$ cat src/rtl/cordic_atan2.sv
// Iterative vectoring-mode CORDIC: atan2(y, x) in degrees x 2^30 and vector magnitude.
// Define CORDIC_GAIN_COMP_EN to add a GAIN cycle that scales the magnitude by 1/K.
module cordic_atan2 #(
  parameter int XY_W  = 16,
  parameter int ITERS = 18
) (
  input  logic            clk,
  input  logic            rst,
  input  logic            in_valid,
  output logic            in_ready,
  input  logic [XY_W-1:0] x_in,
  input  logic [XY_W-1:0] y_in,
  output logic            out_valid,
  input  logic            out_ready,
  output logic [39:0]     angle_out,
  output logic [XY_W+3:0] mag_out
);

  localparam int W = XY_W + 4;
  localparam logic signed [39:0] DEG90 = 40'sh1680000000;

`ifdef CORDIC_GAIN_COMP_EN
  typedef enum logic [1:0] {IDLE, ITER, GAIN, OUT} state_t;
`else
  typedef enum logic [1:0] {IDLE, ITER, OUT} state_t;
`endif

  state_t              state_q, state_d;
  logic signed [W-1:0] x_q, x_d, y_q, y_d;
  logic signed [39:0]  z_q, z_d;
  logic [4:0]          iter_q, iter_d;

  logic signed [W-1:0] x_ext, y_ext, x_sh, y_sh;
  logic signed [39:0]  theta;

  assign x_ext = {{4{x_in[XY_W-1]}}, x_in};
  assign y_ext = {{4{y_in[XY_W-1]}}, y_in};
  assign x_sh  = x_q >>> iter_q;
  assign y_sh  = y_q >>> iter_q;

`ifdef CORDIC_GAIN_COMP_EN
  localparam logic signed [15:0] INV_K = 16'sh4DBA;
  logic signed [W+15:0] prod;
  assign prod = x_q * INV_K;
`endif

  // atan(2^-i) in degrees x 2^30
  always_comb begin
    theta = '0;
    case (iter_q)
      5'd0:  theta = 40'sh0B40000000;
      5'd1:  theta = 40'sh06A429CC6C;
      5'd2:  theta = 40'sh038251D01F;
      5'd3:  theta = 40'sh01C8004492;
      5'd4:  theta = 40'sh00E4E2A993;
      5'd5:  theta = 40'sh00728DE539;
      5'd6:  theta = 40'sh00394A86AC;
      5'd7:  theta = 40'sh001CA5B5E8;
      5'd8:  theta = 40'sh000E52E946;
      5'd9:  theta = 40'sh000729766E;
      5'd10: theta = 40'sh000394BB70;
      5'd11: theta = 40'sh0001CA5DBF;
      5'd12: theta = 40'sh0000E52EE0;
      5'd13: theta = 40'sh0000729770;
      5'd14: theta = 40'sh0000394BB8;
      5'd15: theta = 40'sh00001CA5DC;
      5'd16: theta = 40'sh00000E52EE;
      5'd17: theta = 40'sh0000072976;
      default: theta = '0;
    endcase
  end

  always_comb begin
    state_d = state_q;
    x_d     = x_q;
    y_d     = y_q;
    z_d     = z_q;
    iter_d  = iter_q;
    case (state_q)
      IDLE: begin
        if (in_valid) begin
          iter_d  = '0;
          state_d = ITER;
          // Fold the vector into the right half-plane; +-90 deg pre-loads z.
          if (!x_ext[W-1]) begin
            x_d = x_ext;
            y_d = y_ext;
            z_d = '0;
          end else if (!y_ext[W-1]) begin
            x_d = y_ext;
            y_d = -x_ext;
            z_d = DEG90;
          end else begin
            x_d = -y_ext;
            y_d = x_ext;
            z_d = -DEG90;
          end
        end
      end
      ITER: begin
        if (!y_q[W-1]) begin
          x_d = x_q + y_sh;
          y_d = y_q - x_sh;
          z_d = z_q + theta;
        end else begin
          x_d = x_q - y_sh;
          y_d = y_q + x_sh;
          z_d = z_q - theta;
        end
        // A zero vector never rotates, so its angle stays at zero.
        if (x_q == '0 && y_q == '0) begin
          z_d = '0;
        end
        iter_d = iter_q + 5'd1;
        if (iter_q == 5'(ITERS - 1)) begin
`ifdef CORDIC_GAIN_COMP_EN
          state_d = GAIN;
`else
          state_d = OUT;
`endif
        end
      end
`ifdef CORDIC_GAIN_COMP_EN
      GAIN: begin
        x_d     = prod[W+14:15];
        state_d = OUT;
      end
`endif
      OUT: begin
        if (out_ready) begin
          state_d = IDLE;
        end
      end
      default: state_d = IDLE;
    endcase
  end

  always_ff @(posedge clk or posedge rst) begin
    if (rst) begin
      state_q <= IDLE;
      x_q     <= '0;
      y_q     <= '0;
      z_q     <= '0;
      iter_q  <= '0;
    end else begin
      state_q <= state_d;
      x_q     <= x_d;
      y_q     <= y_d;
      z_q     <= z_d;
      iter_q  <= iter_d;
    end
  end

  assign in_ready  = (state_q == IDLE);
  assign out_valid = (state_q == OUT);
  assign angle_out = out_valid ? z_q : '0;
  assign mag_out   = out_valid ? x_q : '0;

endmodule

$ cat config.mk
export PLATFORM = sky130hd
export DESIGN_NAME = cordic_atan2
export DESIGN_NICKNAME = d
export VERILOG_FILES = /design/src/rtl/cordic_atan2.sv
export SDC_FILE = /design/constraint.sdc
export NUM_CORES = 1
export LEC_CHECK = 0
export CELL_PAD_IN_SITES_DETAIL_PLACEMENT = 1
export CELL_PAD_IN_SITES_GLOBAL_PLACEMENT = 1
export CORE_MARGIN = 2
export CORE_UTILIZATION = 42
export CTS_BUF_LIST = sky130_fd_sc_hd__clkbuf_2 sky130_fd_sc_hd__clkbuf_4 sky130_fd_sc_hd__clkbuf_8
export DETAILED_ROUTE_END_ITERATION = 6
export PLACE_DENSITY_LB_ADDON = 0.1
export SLEW_MARGIN = 20
export SYNTH_ARGS = -nofsm -noshare
export SYNTH_HDL_FRONTEND = slang
export SYNTH_SLANG_ARGS = --single-unit
$ cat constraint.sdc
create_clock -name clk -period 5.7 [get_ports clk]
set_input_delay 1.14 -clock clk [delete_from_list [all_inputs] [get_ports clk]]
set_output_delay 1.14 -clock clk [all_outputs]
set_load 0.05 [all_outputs]
Yosys cells after proc, flatten, opt, wreduce, memory -nomap -nowiden

Memories as Yosys holds them, arrays and structs flattened.
Index checks and enable logic that the tools add are counted.

Add/subtract/negate cells: 9
Equal/unequal tests: 6
Shift-type cells: 2
Multiplexer cells: 24
Reduce and logical (&&, ||, !) cells: 7

Operator list:

| kind                                                                    | number |
|---|---|
| 40-bit two-way mux                                                      | 6 |
| 20-bit two-way mux                                                      | 9 |
| 20-bit case mux with 2 select lines                                     | 2 |
| 40-bit case mux with 2 select lines                                     | 1 |
| 20-bit adder                                                            | 2 |
| 40-bit adder                                                            | 1 |
| 20-bit logical NOT                                                      | 2 |
| 16-bit negation with 20-bit output                                      | 2 |
| 20-bit by 5-bit >>> shifter with 20-bit output                          | 2 |
| 20-bit subtractor                                                       | 2 |
| 40-bit subtractor                                                       | 1 |
| 5-bit case mux with 2 select lines                                      | 1 |
| 2-bit two-way mux                                                       | 3 |
| 2-bit case mux with 3 select lines                                      | 1 |
| 5-bit by 1-bit adder with 5-bit output, second input constant           | 1 |
| 5-bit equality test, second input constant                              | 1 |
| 5-bit two-way mux                                                       | 1 |
| 2-bit inequality test, second input constant                            | 2 |
| 3-bit AND reduction                                                     | 1 |
| 2-bit by 1-bit equality test with 1-bit output, second input constant   | 1 |
| 2-bit equality test, second input constant                              | 1 |
| 2-bit logical NOT                                                       | 1 |
| 2-bit by 1-bit inequality test with 1-bit output, second input constant | 1 |
| 2-bit AND reduction                                                     | 1 |
| 2 further kinds                                                         | 2 |

Register bits: 87
Memory bits (read-only): 1152
Input bits: 36
Word-level logic and storage cells: 54
Memories kept: 1

Memory list:

| memory          | words | bits a word | rd ports | clocked after Yosys merged registers in | write ports | RTL line | text |
|---|---|---|---|---|---|---|---|
| (no name shown) | 32    | 36          | 1        | 0                                       | 0           | 50       | `case (iter_q)` |

Longest topological paths before layout

Gate-level depths: netlist of run 1.

Depth after elaboration: 5
Gate-level depth with buffers: 27

Least setup slack after synthesis of run 1

OpenSTA, ideal clock, no wires.

Path kind: register to register
Start: register iter_q[0]
End: register z_q[36]
Setup time: 0.136 ns
Arrival: 6.184 ns
Data required time: 5.564 ns
Slack: -0.619 ns
Stages on the path, launching flop included: 26
Path buffers: 4
Period minus slack after synthesis: 6.319 ns
Cell sequence: dfrtp_1 -> buf_4 -> inv_1 -> clkbuf_1 -> ha_1 -> clkbuf_1 -> nor2b_1 -> a211oi_1 -> o21a_1 -> or4b_2 -> nor3_2 -> and3_1 -> nor2_1 -> xnor2_1 -> ha_1 -> clkbuf_1 -> a21o_1 -> a31o_2 -> a221o_1 -> a211o_1 -> a41oi_1 -> o21ai_1 -> a41o_1 -> or2_2 -> a2111oi_0 -> nor3_1

Longest elaborated chain between the ends: 5
Elaborated cells on any way between the ends: 6
Those cells by class: add/sub: 2; mux: 3; memory: 1

RTL lines:

| element                                                  | RTL line | text |
|---|---|---|
| start, declared                                          | 31       | `logic [4:0] iter_q, iter_d;` |
| start signal, assigned                                   | 150      | `iter_q <= iter_d;` |
| memory read 32 x 36 bit (*)                              | --       |  |
| 40-bit adder / 40-bit subtractor (equally long branches) | 104, 108 |  |
| 40-bit two-way mux (*)                                   | 101      | `if (!y_q[W-1]) begin` |
| 40-bit two-way mux (*)                                   | 111      | `if (x_q == '0 && y_q == '0) begin` |
| 40-bit case mux with 2 select lines (*)                  | 79       | `case (state_q)` |
| end signal, assigned                                     | 149      | `z_q <= z_d;` |
| end, declared                                            | 30       | `logic signed [39:0] z_q, z_d;` |

Mark *: on every way between the ends. The rest lies on a longest branch, timed or not.
A chain may end at the register's enable or synchronous reset.

Worst setup path in the final report of run 1

Same ends and word-level chain as after synthesis.

==> flow_metrics.py, run 1 <==
metrics = {
    "synthesis": {
        "synth_warnings": 0,
        "synth.avg_cell_area_sq_um": 7.69,
        "yosys-top-cells-area": "dfrtp_1 16%, ha_1 8.6%, mux4_2 6.5%",
        "synth-seq-cells": 87,
        "synth_area_sq_um": 13600,
        "synth_top_area_cell": "dfrtp_1",
        "synth_seq_area_share": 0.160,
        "netlist-cell-type-count": 94,
        "netlist.area_leader.share": 0.160,
        "postSynthCellCount": 1769,
        "async_reset_ff_frac": 1.00,
        "synth_edf_count": 0,
        "synth_ff_type": "dfrtp_1",
        "synth_fp_nets": 1902,
    },
    "detailed_routing": {
        "met1_length_um": 21800,
        "drt_iter0_markers": 898,
        "highest_layer": "met4",
        "viasPerCell": 6.37,
        "wl_per_cell_um": 23.4,
        "finalWirelength_um": 53000,
        "wl_met2_um": 26100,
        "first_pass_iters": 5,
        "ant_nets": 0,
        "wl_met3_um": 2210,
        "drc": 0,
        "via_count": 14400,
    },
    "timing": {
        "final_hold_viol_count": 0,
        "max_freq_ghz": 0.180,
        "tightestPinTransition_ns": 1.06,
        "setup_violations": 0,
        "finalCriticalPeriod_ns": 5.57,
        "slew_viol_final": 0,
        "fin_worst_skew_ns": 0.0219,
        "post-route-period-util": 0.977,
        "rsz0062_at_grt": "true",
        "slew_headroom": 0.296,
    },
    "worst_hold_path": {
        "hold_path_depth": 2,
        "hold_path.class": "reg2reg",
        "whs_endpoint": "z_q[19]",
        "hold_path.startpoint": "z_q[19]",
    },
    "clock_network": {
        "clockRootBuffer": "clkbuf_8",
        "cts_sinks": 87,
        "clk_pin_slew_ns": 0.11,
        "clock_latency_ns": 0.43,
        "cts_hold_buffers": 0,
        "cts_buffer_depth": 2,
        "htreeDepth": 3,
        "cts_made_buffers": 9,
        "tritoncts": "yes",
    },
    "place": {
        "gp_congestion": 1.00,
        "placed_area_sq_um": 15300,
        "io_buffer_count": 97,
        "dp_hpwl_um": 40600,
    },
    "setup_path": {
        "worst_setup_path_end_kind": "flop",
        "crit_start": "iter_q[0]",
        "worstPathRequired_ns": 6.02,
        "crit_fanout": 6,
        "crit_type": "reg2reg",
        "cpPeakStageDelay_ns": 0.56,
        "r2r_start": "iter_q[0]",
        "reg2reg_to": "z_q[36]",
        "start_kind": "flop",
        "rrSetupSlack_ns": 0.13,
        "crit_arrival_ns": 5.89,
        "crit_chain": "buf_4, clkinvlp_4, ha_2, mux2_2, a22oi_2, nor2_2, or4b_4, nor3_4, and3_4, nor2_1, xnor2_1, ha_1, a21o_1, a31o_2, a221o_1, a211o_1, a41oi_2, o21ai_2, a41o_1, or2_2, a2111oi_4, nor3_1",
        "timing.critical_path.slowest_stage_cell": "or4b_4",
        "rr_worst_depth": 22,
    },
    "floorplanning": {
        "rows": 65,
        "dieArea_sq_um": 33800,
        "pin_count": 98,
        "die_h_um": 184,
        "initial_core_util": 0.429,
        "die_w_um": 184,
        "coreArea_sq_um": 31700,
    },
    "cells_and_area": {
        "num_antenna_cells": 0,
        "design_area_sq_um": 15800,
        "fill_cells": 3906,
        "layout_common_cells": "168 x nand2_1, 156 x nor2_1, 136 x a21oi_1",
        "area_growth_syn_to_layout_pct": 16.1,
        "layout.nets": 1993,
        "drive_above_1_share": 0.136,
        "layout_commonest_cell": "nand2_1",
    },
    "grt": {
        "grt_max_degree": 97,
        "grt_pass1_wl_um": 83000,
        "grt_use_total": 0.316,
        "antenna_found_initial": 0,
        "overflow": 0,
        "grt_pass1_vias": 14700,
    },
    "flow_run": {
        "maxCapViolCount": 0,
    },
    "status": {
        "status": "completed",
    },
}
state kept, by name (all words and copies together) (netlist names):
| signal | cells |
|---|---|
| z_q | 40 |
| x_q | 20 |
| y_q | 20 |
| iter_q | 5 |
| state_q | 2 |
final cells by class:
type,instances,area (sq um),area share
Clock buffer,13,160,0.0101
Clock inverter,3,42.5,0.00269
Inverter,49,194,0.0123
Multi-Input combinational cell,1516,10900,0.690
Sequential cell,87,2190,0.138
Tap cell,402,503,0.0318
Timing Repair Buffer,197,1810,0.114
critical path: cells and delay by family (launching register included):
kind | cells | cell delay [ns]
XOR/XNOR | 1 | 0.18
AO/OA/AOI/OAI | 9 | 2.03
buffers and inverters | 2 | 0.29
multiplexers | 1 | 0.27
flip-flops | 1 | 0.44
adder cells (fa/ha/maj) | 2 | 0.59
AND/OR/NAND/NOR | 7 | 1.64
per-stage QoR:
| stage | setup TNS, ns | setup WS, ns | hold WS (ns) | util | instances |
|---|---|---|---|---|---|
| floorplan | 0 | 0.0389 | 0.469 | - | 1769 |
| global placement | -0.00144 | -0.00144 | 0.491 | 0.482 | 2238 |
| detailed placement | -0.329 | -0.192 | 0.508 | 0.482 | 2238 |
| CTS | 0 | 0.0494 | 0.532 | 0.490 | 2258 |
| global route | -0.127 | -0.0457 | 0.570 | 0.498 | 2267 |
| finish | 0 | 0.129 | 0.527 | 0.498 | 2267 |
worst max-delay path by stage:
| stage | cells past startpoint | endpoint | slack [ns] |
|---|---|---|---|
| CTS | 21 | z_q[36] | 0.05 |
| finish | 22 | z_q[36] | 0.13 |
| detailed placement | 21 | z_q[36] | -0.19 |
| global route | 22 | z_q[36] | -0.05 |
| global placement | 21 | z_q[36] | -0.001 |
| floorplan | 25 | z_q[36] | 0.04 |
repair_timing:
item,in CTS,in global routing
buffers inserted,4,8
pin swaps,1,12
setup endpoints to repair,5,16
gates resized for setup,1,45
synth_stat cells, types with 24 or more instances:
cell type	instances
a21o_1	30
nand3_1	24
mux2i_1	39
inv_1	48
nor2_1	160
a31oi_1	30
a211oi_1	34
nor3_1	41
xor2_1	68
nand2_1	168
clkbuf_1	66
mux4_2	39
ha_1	94
dfrtp_1	87
xnor2_1	77
and2_1	78
a21oi_1	139
o21ai_0	133
cells by family (layout without fill, tap and decap cells):
| logic type | after synthesis | after routing | synth area share |
|---|---|---|---|
| compound gates | 555 | 555 | 0.265 |
| xor+xnor | 146 | 146 | 0.0950 |
| fa+ha+maj | 97 | 97 | 0.0909 |
| buf+inv | 166 | 262 | 0.0532 |
| flops | 87 | 87 | 0.160 |
| mux | 95 | 95 | 0.107 |
| simple gates | 623 | 623 | 0.229 |
layer usage:
metal	track usage	vias up
met1	0.376	7085
met4	0.149	0
li1	-	6699
met5	0	-
met2	0.564	497
met3	0.0372	163
Power of run 1 is left out: the tool's default activity adds up to more than one toggle a clock period on the data nets, which glitch-free logic cannot reach.
==> inputs of run 2 (changes only) <==
- ABC_AREA: default -> 1
- CORE_UTILIZATION: 42 -> 39
==> flow_metrics.py, run 2 <==
metrics = {
    "setup_path": {
        "cpPeakStageDelay_ns": 0.48,
        "crit_arrival_ns": 5.54,
        "worst_setup_path_end_kind": "flop",
        "timing.critical_path.slowest_stage_cell": "nor2_1",
        "crit_fanout": 37,
        "start_kind": "flop",
        "crit_chain": "buf_4, nor2_1, inv_1, a31oi_1, inv_1, nor4_2, nand2_1, nor2_2, nand2_1, nand2_1, xor2_1, ha_1, nand2_1, nand2_1, a31oi_1, a21boi_0, nand2_1, a21oi_1, o21ai_1, nand2_1, nand3_1, nand2_1, o22ai_1",
        "worstPathRequired_ns": 6.03,
        "crit_type": "reg2reg",
        "cp_common_cell": "nand2_1",
    },
    "floorplanning": {
        "die_h_um": 191,
        "pin_count": 98,
        "coreArea_sq_um": 34500,
        "initial_core_util": 0.396,
        "rows": 68,
        "dieArea_sq_um": 36600,
        "die_w_um": 191,
    },
    "cells_and_area": {
        "layout_common_cells": "621 x nand2_1, 283 x inv_1, 279 x nor2_1",
        "ff_latch_area_sq_um": 2180,
        "fill_cells": 4877,
        "largest_reg_flops": 40,
        "top_register": "z_q",
        "post-route-util": 0.442,
        "multi_input_area_sq_um": 9990,
        "drive_above_1_share": 0.0377,
        "layout.nets": 2571,
        "area_growth_syn_to_layout_pct": 11.5,
        "layout_commonest_cell": "nand2_1",
        "num_antenna_cells": 0,
        "top_regs": "z_q (40), x_q (20), y_q (20)",
    },
    "synthesis": {
        "synth_area_sq_um": 13700,
        "synth_edf_count": 0,
        "synth_fp_nets": 2517,
        "synth_ff_type": "dfrtp_1",
        "ys_top_cells_by_count": "621 x nand2_1, 284 x inv_1, 282 x nor2_1, 239 x nand3_1, 174 x o21ai_0",
        "postSynthCellCount": 2384,
        "synth.avg_cell_area_sq_um": 5.74,
        "synth_top_area_cell": "nand2_1",
        "synth-seq-cells": 87,
        "netlist-cell-type-count": 53,
        "netlist.area_leader.share": 0.170,
        "yosys-top-cells-area": "nand2_1 17%, dfrtp_1 16%, nand3_1 8.7%",
        "synth_seq_area_share": 0.159,
        "synth_warnings": 0,
        "synth.most_common_cell": "nand2_1",
        "async_reset_ff_frac": 1.00,
    },
    "clock_network": {
        "clk_pin_slew_ns": 0.12,
        "cts_buffer_depth": 2,
        "clock_latency_ns": 0.45,
        "cts_setup_buffers": 0,
        "clockRootBuffer": "clkbuf_8",
        "cts_sinks": 87,
        "htreeDepth": 3,
        "tritoncts": "yes",
        "cts_made_buffers": 9,
    },
    "status": {
        "status": "completed",
    },
    "timing": {
        "setup_violations": 0,
        "rsz0062_at_grt": "false",
        "timing.hold.ws_ns": 0.579,
        "fin_worst_skew_ns": 0.0240,
        "post-route-period-util": 0.914,
        "slew_headroom": 0.275,
        "final_hold_viol_count": 0,
        "tns_ns": 0,
        "max_freq_ghz": 0.192,
        "finalCriticalPeriod_ns": 5.21,
        "tightestPinTransition_ns": 1.08,
        "slew_viol_final": 0,
    },
    "detailed_routing": {
        "via_count": 16800,
        "ant_nets": 0,
        "finalWirelength_um": 62500,
        "wl_per_cell_um": 21.6,
        "drt_iter0_markers": 828,
        "drc": 0,
        "first_pass_iters": 5,
        "viasPerCell": 5.79,
    },
    "grt": {
        "grt_pass1_vias": 17100,
        "grt_max_degree": 62,
        "overflow": 0,
        "antenna_found_initial": 0,
        "grt_pass1_wl_um": 96300,
        "grt_use_total": 0.344,
    },
    "flow_run": {
        "maxCapViolCount": 0,
    },
    "place": {
        "io_buffer_count": 97,
        "dp_hpwl_um": 50800,
        "gp_congestion": 1.02,
    },
    "worst_hold_path": {
        "hold_path.class": "reg2reg",
    },
}
## run 2: final timing paths
kind | slack, ns | startpoint | end | depth (start not counted)
min in group asynchronous | 1.20 | rst | x_q[7] | 2
worst max register to register | 0.49 | iter_q[1] | z_q[28] | 23
worst min register to register | 0.58 | z_q[6] | z_q[6] | 2
worst min-delay path | 0.58 | z_q[6] | z_q[6] | 2
worst max-delay path | 0.49 | iter_q[1] | z_q[28] | 23
max in group asynchronous | 3.42 | rst | x_q[17] | 3
## run 2: stage by stage
step                area (sq um)  worst slack (ns)  std cells
CTS                        15300             0.391       2898
detailed placement         15100             0.428       2882
finish                     15300             0.490       2898
global route               15300            0.0971       2898
global placement           15100             0.507       2882
floorplan                  13700              1.47       2384
## run 2: per-layer routing
metal  global-route usage  vias to the layer above  share of wire
met5                    0                        -              0
met1                0.386                     8008           0.40
met4                0.206                        0          0.063
met3               0.0400                      189          0.039
met2                0.620                      541           0.50
li1                     -                     8049              -
## run 2: final cells by class
type	count	area share
multi-input cells	1917	0.655
flip-flops and latches	87	0.143
repair buffers	130	0.0807
inverters	293	0.0725
well taps	455	0.0373
clock buffers	9	0.00812
clock inverters	7	0.00361
## run 2: critical path: cells and delay by family, from the launching register on
family / cells / cell delay, ns
XOR/XNOR: 1 / 0.38
flip-flops: 1 / 0.41
adder cells (fa/ha/maj): 1 / 0.37
AO/OA/AOI/OAI: 6 / 1.46
buffers and inverters: 3 / 0.63
AND/OR/NAND/NOR: 12 / 1.83
## run 2: cells by family (layout without fill, tap and decap cells)
group | Yosys count | after routing | share of synthesized area
AO/OA/AOI/OAI | 498 | 498 | 0.207
XOR/XNOR | 78 | 78 | 0.0499
adder cells (fa/ha/maj) | 97 | 97 | 0.0904
buffers and inverters | 380 | 439 | 0.111
flip-flops | 87 | 87 | 0.159
multiplexers | 2 | 2 | 0.00155
AND/OR/NAND/NOR | 1242 | 1242 | 0.381
## run 2: what timing repair did
action | CTS | global route
hold buffers | 0 | 0
resized for setup | 0 | 2
endpoints found under the setup margin | 0 | 3
Power of run 2 is left out for the same reason.
==> inputs of run 3 (changes only) <==
- HOLD_SLACK_MARGIN: default -> 0.12
==> results of run 3 <==
Final layout, timing and power as in run 2 (identical DEF).
Power of run 3 is left out for the same reason.
